--- src/rtl/module_icache_pkg.sv ---
// Shared types and address-split helpers for the direct-mapped instruction cache.
package icache_pkg;

  typedef enum logic {IDLE, REFILL} icache_state_t;

  localparam logic [31:0] NOP_INSTR = 32'h0000_0013;

  function automatic int off_w(input int words);
    return $clog2(words);
  endfunction

  function automatic int idx_w(input int lines);
    return $clog2(lines);
  endfunction

  // Tag is whatever remains above byte offset, word offset and index.
  function automatic int tag_w(input int lines, input int words);
    return 32 - 2 - $clog2(words) - $clog2(lines);
  endfunction

endpackage

--- src/rtl/module_icache_if.sv ---
// Fetch-side and refill-side signals of the instruction cache.
interface module_icache_if;
  logic [31:0] pc_i;
  logic [31:0] instr_o;
  logic        stall_o;
  logic        flush_i;
  logic        mem_req_o;
  logic [31:0] mem_addr_o;
  logic [31:0] mem_rdata_i;
  logic        mem_rvalid_i;

  modport slave (
    input  pc_i, flush_i, mem_rdata_i, mem_rvalid_i,
    output instr_o, stall_o, mem_req_o, mem_addr_o
  );

  modport master (
    output pc_i, flush_i, mem_rdata_i, mem_rvalid_i,
    input  instr_o, stall_o, mem_req_o, mem_addr_o
  );
endinterface

--- src/rtl/module_icache_tagram.sv ---
// Valid/tag store: async read, single write port, bulk clear; only valid bits reset.
module module_icache_tagram #(
  parameter int LINES = 16,
  parameter int IDX_W = 4,
  parameter int TAG_W = 24
) (
  input  logic             clk_i,
  input  logic             rst_i,
  input  logic [IDX_W-1:0] rd_idx,
  output logic             rd_valid,
  output logic [TAG_W-1:0] rd_tag,
  input  logic             wr_en,
  input  logic [IDX_W-1:0] wr_idx,
  input  logic [TAG_W-1:0] wr_tag,
  input  logic             clear
);

  logic [LINES-1:0] valid;
  logic [TAG_W-1:0] tags [LINES];

  assign rd_valid = valid[rd_idx];
  assign rd_tag   = tags[rd_idx];

  // Clear wins over a simultaneous fill so a pending flush also drops the new line.
  always_ff @(posedge clk_i or negedge rst_i) begin
    if (!rst_i) begin
      valid <= '0;
    end else if (clear) begin
      valid <= '0;
    end else if (wr_en) begin
      valid[wr_idx] <= 1'b1;
    end
  end

  always_ff @(posedge clk_i) begin
    if (wr_en) tags[wr_idx] <= wr_tag;
  end

endmodule

--- src/rtl/module_icache.sv ---
// Direct-mapped read-only instruction cache with combinational hit path and
// a two-state refill FSM fed by word-wide beats from backing memory.
module module_icache
  import icache_pkg::*;
#(
  parameter int LINES = 16,
  parameter int WORDS = 4
) (
  input  logic            clk_i,
  input  logic            rst_i,
  module_icache_if.slave  bus
);

  localparam int OFF_W = off_w(WORDS);
  localparam int IDX_W = idx_w(LINES);
  localparam int TAG_W = tag_w(LINES, WORDS);

  icache_state_t    state, state_n;
  logic [OFF_W-1:0] beat_cnt, beat_cnt_n;
  logic             flush_pend, flush_pend_n;
  logic             mem_req_q, mem_req_n;
  logic [31:0]      mem_addr_q, mem_addr_n;
  logic             tag_we, data_we, clear_all;

  logic [OFF_W-1:0] pc_off;
  logic [IDX_W-1:0] pc_idx, fill_idx;
  logic [TAG_W-1:0] pc_tag, fill_tag, rd_tag;
  logic             rd_valid, hit;
  logic [31:0]      data_mem [LINES*WORDS];
  logic             unused_bits;

  assign pc_off   = bus.pc_i[2 +: OFF_W];
  assign pc_idx   = bus.pc_i[2+OFF_W +: IDX_W];
  assign pc_tag   = bus.pc_i[31 -: TAG_W];
  assign fill_idx = mem_addr_q[2+OFF_W +: IDX_W];
  assign fill_tag = mem_addr_q[31 -: TAG_W];
  assign unused_bits = ^{bus.pc_i[1:0], mem_addr_q[2+OFF_W-1:0]};

  module_icache_tagram #(.LINES(LINES), .IDX_W(IDX_W), .TAG_W(TAG_W)) u_tagram (
    .clk_i    (clk_i),
    .rst_i    (rst_i),
    .rd_idx   (pc_idx),
    .rd_valid (rd_valid),
    .rd_tag   (rd_tag),
    .wr_en    (tag_we),
    .wr_idx   (fill_idx),
    .wr_tag   (fill_tag),
    .clear    (clear_all)
  );

  // Lookups only resolve in IDLE, so fresh refill data is never seen mid-fill.
  assign hit         = (state == IDLE) && rd_valid && (rd_tag == pc_tag);
  assign bus.stall_o = !hit;
  assign bus.instr_o = hit ? data_mem[{pc_idx, pc_off}] : NOP_INSTR;
  assign bus.mem_req_o  = mem_req_q;
  assign bus.mem_addr_o = mem_addr_q;

  always_comb begin
    state_n      = state;
    beat_cnt_n   = beat_cnt;
    flush_pend_n = flush_pend;
    mem_req_n    = 1'b0;
    mem_addr_n   = mem_addr_q;
    tag_we       = 1'b0;
    data_we      = 1'b0;
    clear_all    = 1'b0;
    if (state == IDLE) begin
      clear_all = bus.flush_i;
      if (!hit) begin
        state_n    = REFILL;
        mem_req_n  = 1'b1;
        mem_addr_n = {bus.pc_i[31:2+OFF_W], {(2+OFF_W){1'b0}}};
      end
    end else begin
      if (bus.flush_i) flush_pend_n = 1'b1;
      if (bus.mem_rvalid_i) begin
        data_we    = 1'b1;
        beat_cnt_n = beat_cnt + 1'b1;
        if (beat_cnt == OFF_W'(WORDS-1)) begin
          tag_we       = 1'b1;
          beat_cnt_n   = '0;
          state_n      = IDLE;
          clear_all    = flush_pend_n;
          flush_pend_n = 1'b0;
        end
      end
    end
  end

  always_ff @(posedge clk_i or negedge rst_i) begin
    if (!rst_i) begin
      state      <= IDLE;
      beat_cnt   <= '0;
      flush_pend <= 1'b0;
      mem_req_q  <= 1'b0;
      mem_addr_q <= '0;
    end else begin
      state      <= state_n;
      beat_cnt   <= beat_cnt_n;
      flush_pend <= flush_pend_n;
      mem_req_q  <= mem_req_n;
      mem_addr_q <= mem_addr_n;
    end
  end

  always_ff @(posedge clk_i) begin
    if (data_we) data_mem[{fill_idx, beat_cnt}] <= bus.mem_rdata_i;
  end

endmodule

--- src/flat_wrapper.sv ---
// flat-port wrapper written by rule: the top's interface ports become plain ports
module module_icache_flat import icache_pkg::*;
#(
  parameter int LINES = 16,
  parameter int WORDS = 4
)
  (clk_i, rst_i, bus_pc_i, bus_flush_i, bus_mem_rdata_i, bus_mem_rvalid_i, bus_instr_o, bus_stall_o, bus_mem_req_o, bus_mem_addr_o);
  module_icache_if bus_i ();
  input  logic clk_i;
  input  logic rst_i;
  input wire logic [$bits(bus_i.pc_i)-1:0] bus_pc_i;
  input wire logic [$bits(bus_i.flush_i)-1:0] bus_flush_i;
  input wire logic [$bits(bus_i.mem_rdata_i)-1:0] bus_mem_rdata_i;
  input wire logic [$bits(bus_i.mem_rvalid_i)-1:0] bus_mem_rvalid_i;
  output wire logic [$bits(bus_i.instr_o)-1:0] bus_instr_o;
  output wire logic [$bits(bus_i.stall_o)-1:0] bus_stall_o;
  output wire logic [$bits(bus_i.mem_req_o)-1:0] bus_mem_req_o;
  output wire logic [$bits(bus_i.mem_addr_o)-1:0] bus_mem_addr_o;
  assign bus_i.pc_i = bus_pc_i;
  assign bus_i.flush_i = bus_flush_i;
  assign bus_i.mem_rdata_i = bus_mem_rdata_i;
  assign bus_i.mem_rvalid_i = bus_mem_rvalid_i;
  assign bus_instr_o = bus_i.instr_o;
  assign bus_stall_o = bus_i.stall_o;
  assign bus_mem_req_o = bus_i.mem_req_o;
  assign bus_mem_addr_o = bus_i.mem_addr_o;
  module_icache #(.LINES(LINES), .WORDS(WORDS)) u_core (.clk_i(clk_i), .rst_i(rst_i), .bus(bus_i));
endmodule
--- config.mk ---
export PLATFORM = sky130hd
export DESIGN_NAME = module_icache_flat
export DESIGN_NICKNAME = d
export VERILOG_FILES = /design/src/rtl/module_icache_pkg.sv /design/src/rtl/module_icache_if.sv /design/src/rtl/module_icache_tagram.sv /design/src/rtl/module_icache.sv /design/src/flat_wrapper.sv
export SDC_FILE = /design/constraint.sdc
export NUM_CORES = 2
export LEC_CHECK = 0
export ABC_CLOCK_PERIOD_IN_PS = 3700
export CAP_MARGIN = 10
export CORE_MARGIN = 3
export CORE_UTILIZATION = 55
export DETAILED_ROUTE_END_ITERATION = 8
export GPL_TIMING_DRIVEN = 0
export PLACE_DENSITY = 0.74
export SYNTH_ARGS = -nofsm -noshare
export SYNTH_HDL_FRONTEND = slang
export SYNTH_SLANG_ARGS = --single-unit
--- constraint.sdc ---
create_clock -name clk_i -period 3.7 [get_ports clk_i]
set_clock_uncertainty 0.05 [all_clocks]
set_input_delay 0.37 -clock clk_i [delete_from_list [all_inputs] [get_ports clk_i]]
set_output_delay 0.37 -clock clk_i [all_outputs]
set_load 0.005 [all_outputs]
==> metrics <==
status=finished with violations; failing checks=setup timing; worst IR drop on VDD=0.000565 V; pwr/cell area=574 nW/um^2; Setup Crit Path Kind=in2out; Max FO, Critical Path=10; Finished Core Util=64.9%; Fill cells=10500; root buffer cell=clkbuf_16; number of flops mapped to enable cells by yosys=2432; crit-path max cell delay=580 ps; Reg clk slew, reported paths=70 ps; CP startpoint kind=input pin; total CTS buffers=230; Reg-to-Reg Start=u_core.state; crit path launch=bus_pc_i[7]; DRC Markers=0; post-route clock period utilization=121%; port bufs=120; R2R depth=5; Die Span X=422 um; IO Pins=134; Compound-Gate Fraction of Synth Area=0.933%; core area=172000 um^2; share of layout cells above drive strength 1=34.8%; Post-Synth Adder-Cell Area=0.0131%; wire length per cell=37.6 um; final hold vios=0; Reg area=74300 um^2; Syn Std Cell Area=95200 um^2; Clock H-tree levels=4; Setup Viol. Count Final=71; die area=178000 um^2; simple-gate share of the synthesized area=1.04%; main combinational cell family by area after synthesis=multiplexers; Setup WS post-layout=-770 ps; worst skew pair latency=890 ps; Max-Slew Margin vs Limit=19.8%; Syn. warnings=0; Worst-Margin Slew=1200 ps; vias in the first global route=48000; Synth cell types=55; initial drt markers=7371; Pins Over Slew Limit=0; critical path arrival=4050 ps; mux cell area share after synthesis=18.7%; Slowest cell on crit path=clkbuf_1; P_leak=35.1 nW; R2R Setup Slk=-100 ps; DPL Wire Length=161000 um; crit path capture=bus_instr_o[8]; total gr overflow=0; overall routing resource usage=29.6%; Post-Synth XOR/XNOR Area=0.294%; Via density=6.85; Die Ht=422 um; fmax=0.224 GHz; initial core utilization=55.4%; critical path capture point type=output port; clk sinks=2481; worst endpoint required time=3280 ps; flops & latches, synth=2481; Hold Worst Slack=177 ps; Avg Inst Size Synth=24.3 um^2; most common cell after layout, fill and taps aside=edfxtp_1; Clock Path Buffers=3; CTS tree=built; Crit Reg-Reg Endpoint=u_core.data_mem[44][23]; max_cap viols=0; First-pass DRT Iterations=5; Seq/Total Area, Yosys=78.0%; post-layout min period=4470 ps; Syn Inst Count=3910; ys async rst share=1.98%; Final ANT Viol Nets=0; most frequent cells in the layout=2432 x edfxtp_1, 729 x mux4_2, 235 x clkbuf_16; final layout net count=4515; largest net degree at the start of global routing=65; multi-input gate area in the final layout=21000 um^2; initial antenna violation count=8; Worst Hold Class=in2reg; DR vias=47700; first-pass GRT wire length=369000 um; Layout area overhead=17.2%; hold path start=bus_mem_rdata_i[1]; GP Congestion=0.880; RSZ-0062 raised after global routing=yes; total wire length=262000 um; ys flop type=edfxtp_1; Placement Rows=152; critical-path cell list=clkbuf_1, clkbuf_1, inv_1, mux2i_1, mux2i_1, xor2_1, a21o_1, nor4_2, nand4_1, buf_6, clkbuf_16, buf_12, a211oi_4, buf_2
[area by class of cell]
cell class / instances / share of cell area [%]
Sequential cell: 2481 / 66.6
Multi-Input combinational cell: 1216 / 18.8
Clock buffer: 276 / 5.40
Timing Repair Buffer: 301 / 3.59
Tap cell: 2310 / 2.59
Clock inverter: 158 / 1.68
Buffer: 212 / 1.34
Antenna cell: 8 / 0.0179
Inverter: 4 / 0.0135
[per-layer routing]
layer / up-vias / global-route usage [%] / wire [um] / share of wire [%]
li1: 17900 / - / - / -
met1: 25300 / 39.8 / 91600 / 35
met2: 3777 / 46.0 / 125000 / 48
met3: 714 / 6.58 / 28900 / 11
met4: 4 / 16.2 / 16900 / 6.4
met5: - / 0.242 / 67 / 0.026
[synth_stat cells, drive strengths merged, types with 2 or more instances]
cell	count	share of area, %
a21o	4	0.032
a211oi	32	0.25
nand3b	4	0.032
nor2b	41	0.27
nand4	4	0.026
a2bb2oi	2	0.018
dfrtp	49	1.3
a221oi	8	0.080
a21oi	12	0.063
nor2	90	0.36
nor4	4	0.033
nand2	25	0.099
mux2	30	0.39
edfxtp	2432	77
o21ai	7	0.037
nand3	10	0.053
or2	3	0.020
mux4	729	17
mux2i	97	1.0
buf	93	0.55
a22oi	14	0.11
xnor2	20	0.18
nor3	8	0.042
o21a	16	0.13
and2	5	0.033
a41oi	2	0.018
o31ai	2	0.016
a31oi	2	0.013
inv	4	0.016
nand2b	4	0.026
xor2	12	0.11
a22o	10	0.092
clkbuf	119	0.47
and3	2	0.013
o221ai	2	0.018
[metrics by stage]
step | total power [mW] | cells | cell area, um^2 | setup TNS [ps] | worst slack (ps)
5_1_grt | 65.5 | 6964 | 112000 | -24120 | -845
6_report | 64.0 | 6966 | 112000 | -22750 | -770
4_1_cts | 64.1 | 6947 | 111000 | -20360 | -741
3_3_place_gp | 39.0 | 6343 | 99300 | -3649830 | -3550
2_1_floorplan | 36.5 | 3913 | 95200 | 0 | 135
3_5_place_dp | 39.7 | 6471 | 102000 | -131640 | -3470
[flip-flops by register name (all words and copies together), names as in the netlist]
register,cells
u_core.bus.mem_addr_o,28
u_core.data_mem,2048
u_core.beat_cnt,2
u_core.u_tagram.tags,384
u_core.bus.mem_req_o,1
u_core.u_tagram.valid,16
u_core.flush_pend,1
u_core.state,1
[kinds of logic (layout without fill, tap and decap cells)]
family	after synthesis	in the layout
flip-flops	2481	2481
multiplexers	856	856
buffers and inverters	216	951
AND/OR/NAND/NOR	204	204
AO/OA/AOI/OAI	119	119
XOR/XNOR	32	32
adder cells (fa/ha/maj)	1	1
other	1	12
[repair_timing]
item                       in CTS  in global routing
cloned                          1                  0
gates resized for setup       419                 25
setup endpoints to repair      62                 69
hold endpoints to repair      792                  0
hold buffers                   34                  0
setup buffers                   7                 12
pin swaps                      20                 10
[where the power goes]
group	internal, mW	switching (mW)	leakage (nW)	total, mW
sequential	32.6	0.974	22.5	33.6
clock	13.8	10.8	3.80	24.6
combinational	2.29	3.53	8.87	5.83
total	48.7	15.3	35.1	64.0
[worst min path at each step]
stage                           endpoint  slack, ps  depth (start not counted)
2_1_floorplan         u_core.beat_cnt[0]         20                          0
4_1_cts            u_core.data_mem[6][1]        120                          1
6_report          u_core.data_mem[14][1]        180                          1
3_5_place_dp   u_core.bus.mem_addr_o[24]        320                          1
3_3_place_gp   u_core.u_tagram.valid[10]        420                          1
5_1_grt        u_core.bus.mem_addr_o[12]        160                          2
[worst max-delay path: cells and delay by family]
kind | cells | cell delay (ps)
buffers and inverters | 7 | 2050
AO/OA/AOI/OAI | 2 | 500
AND/OR/NAND/NOR | 2 | 480
multiplexers | 2 | 460
XOR/XNOR | 1 | 150
Power figures use the tool's default switching activity.
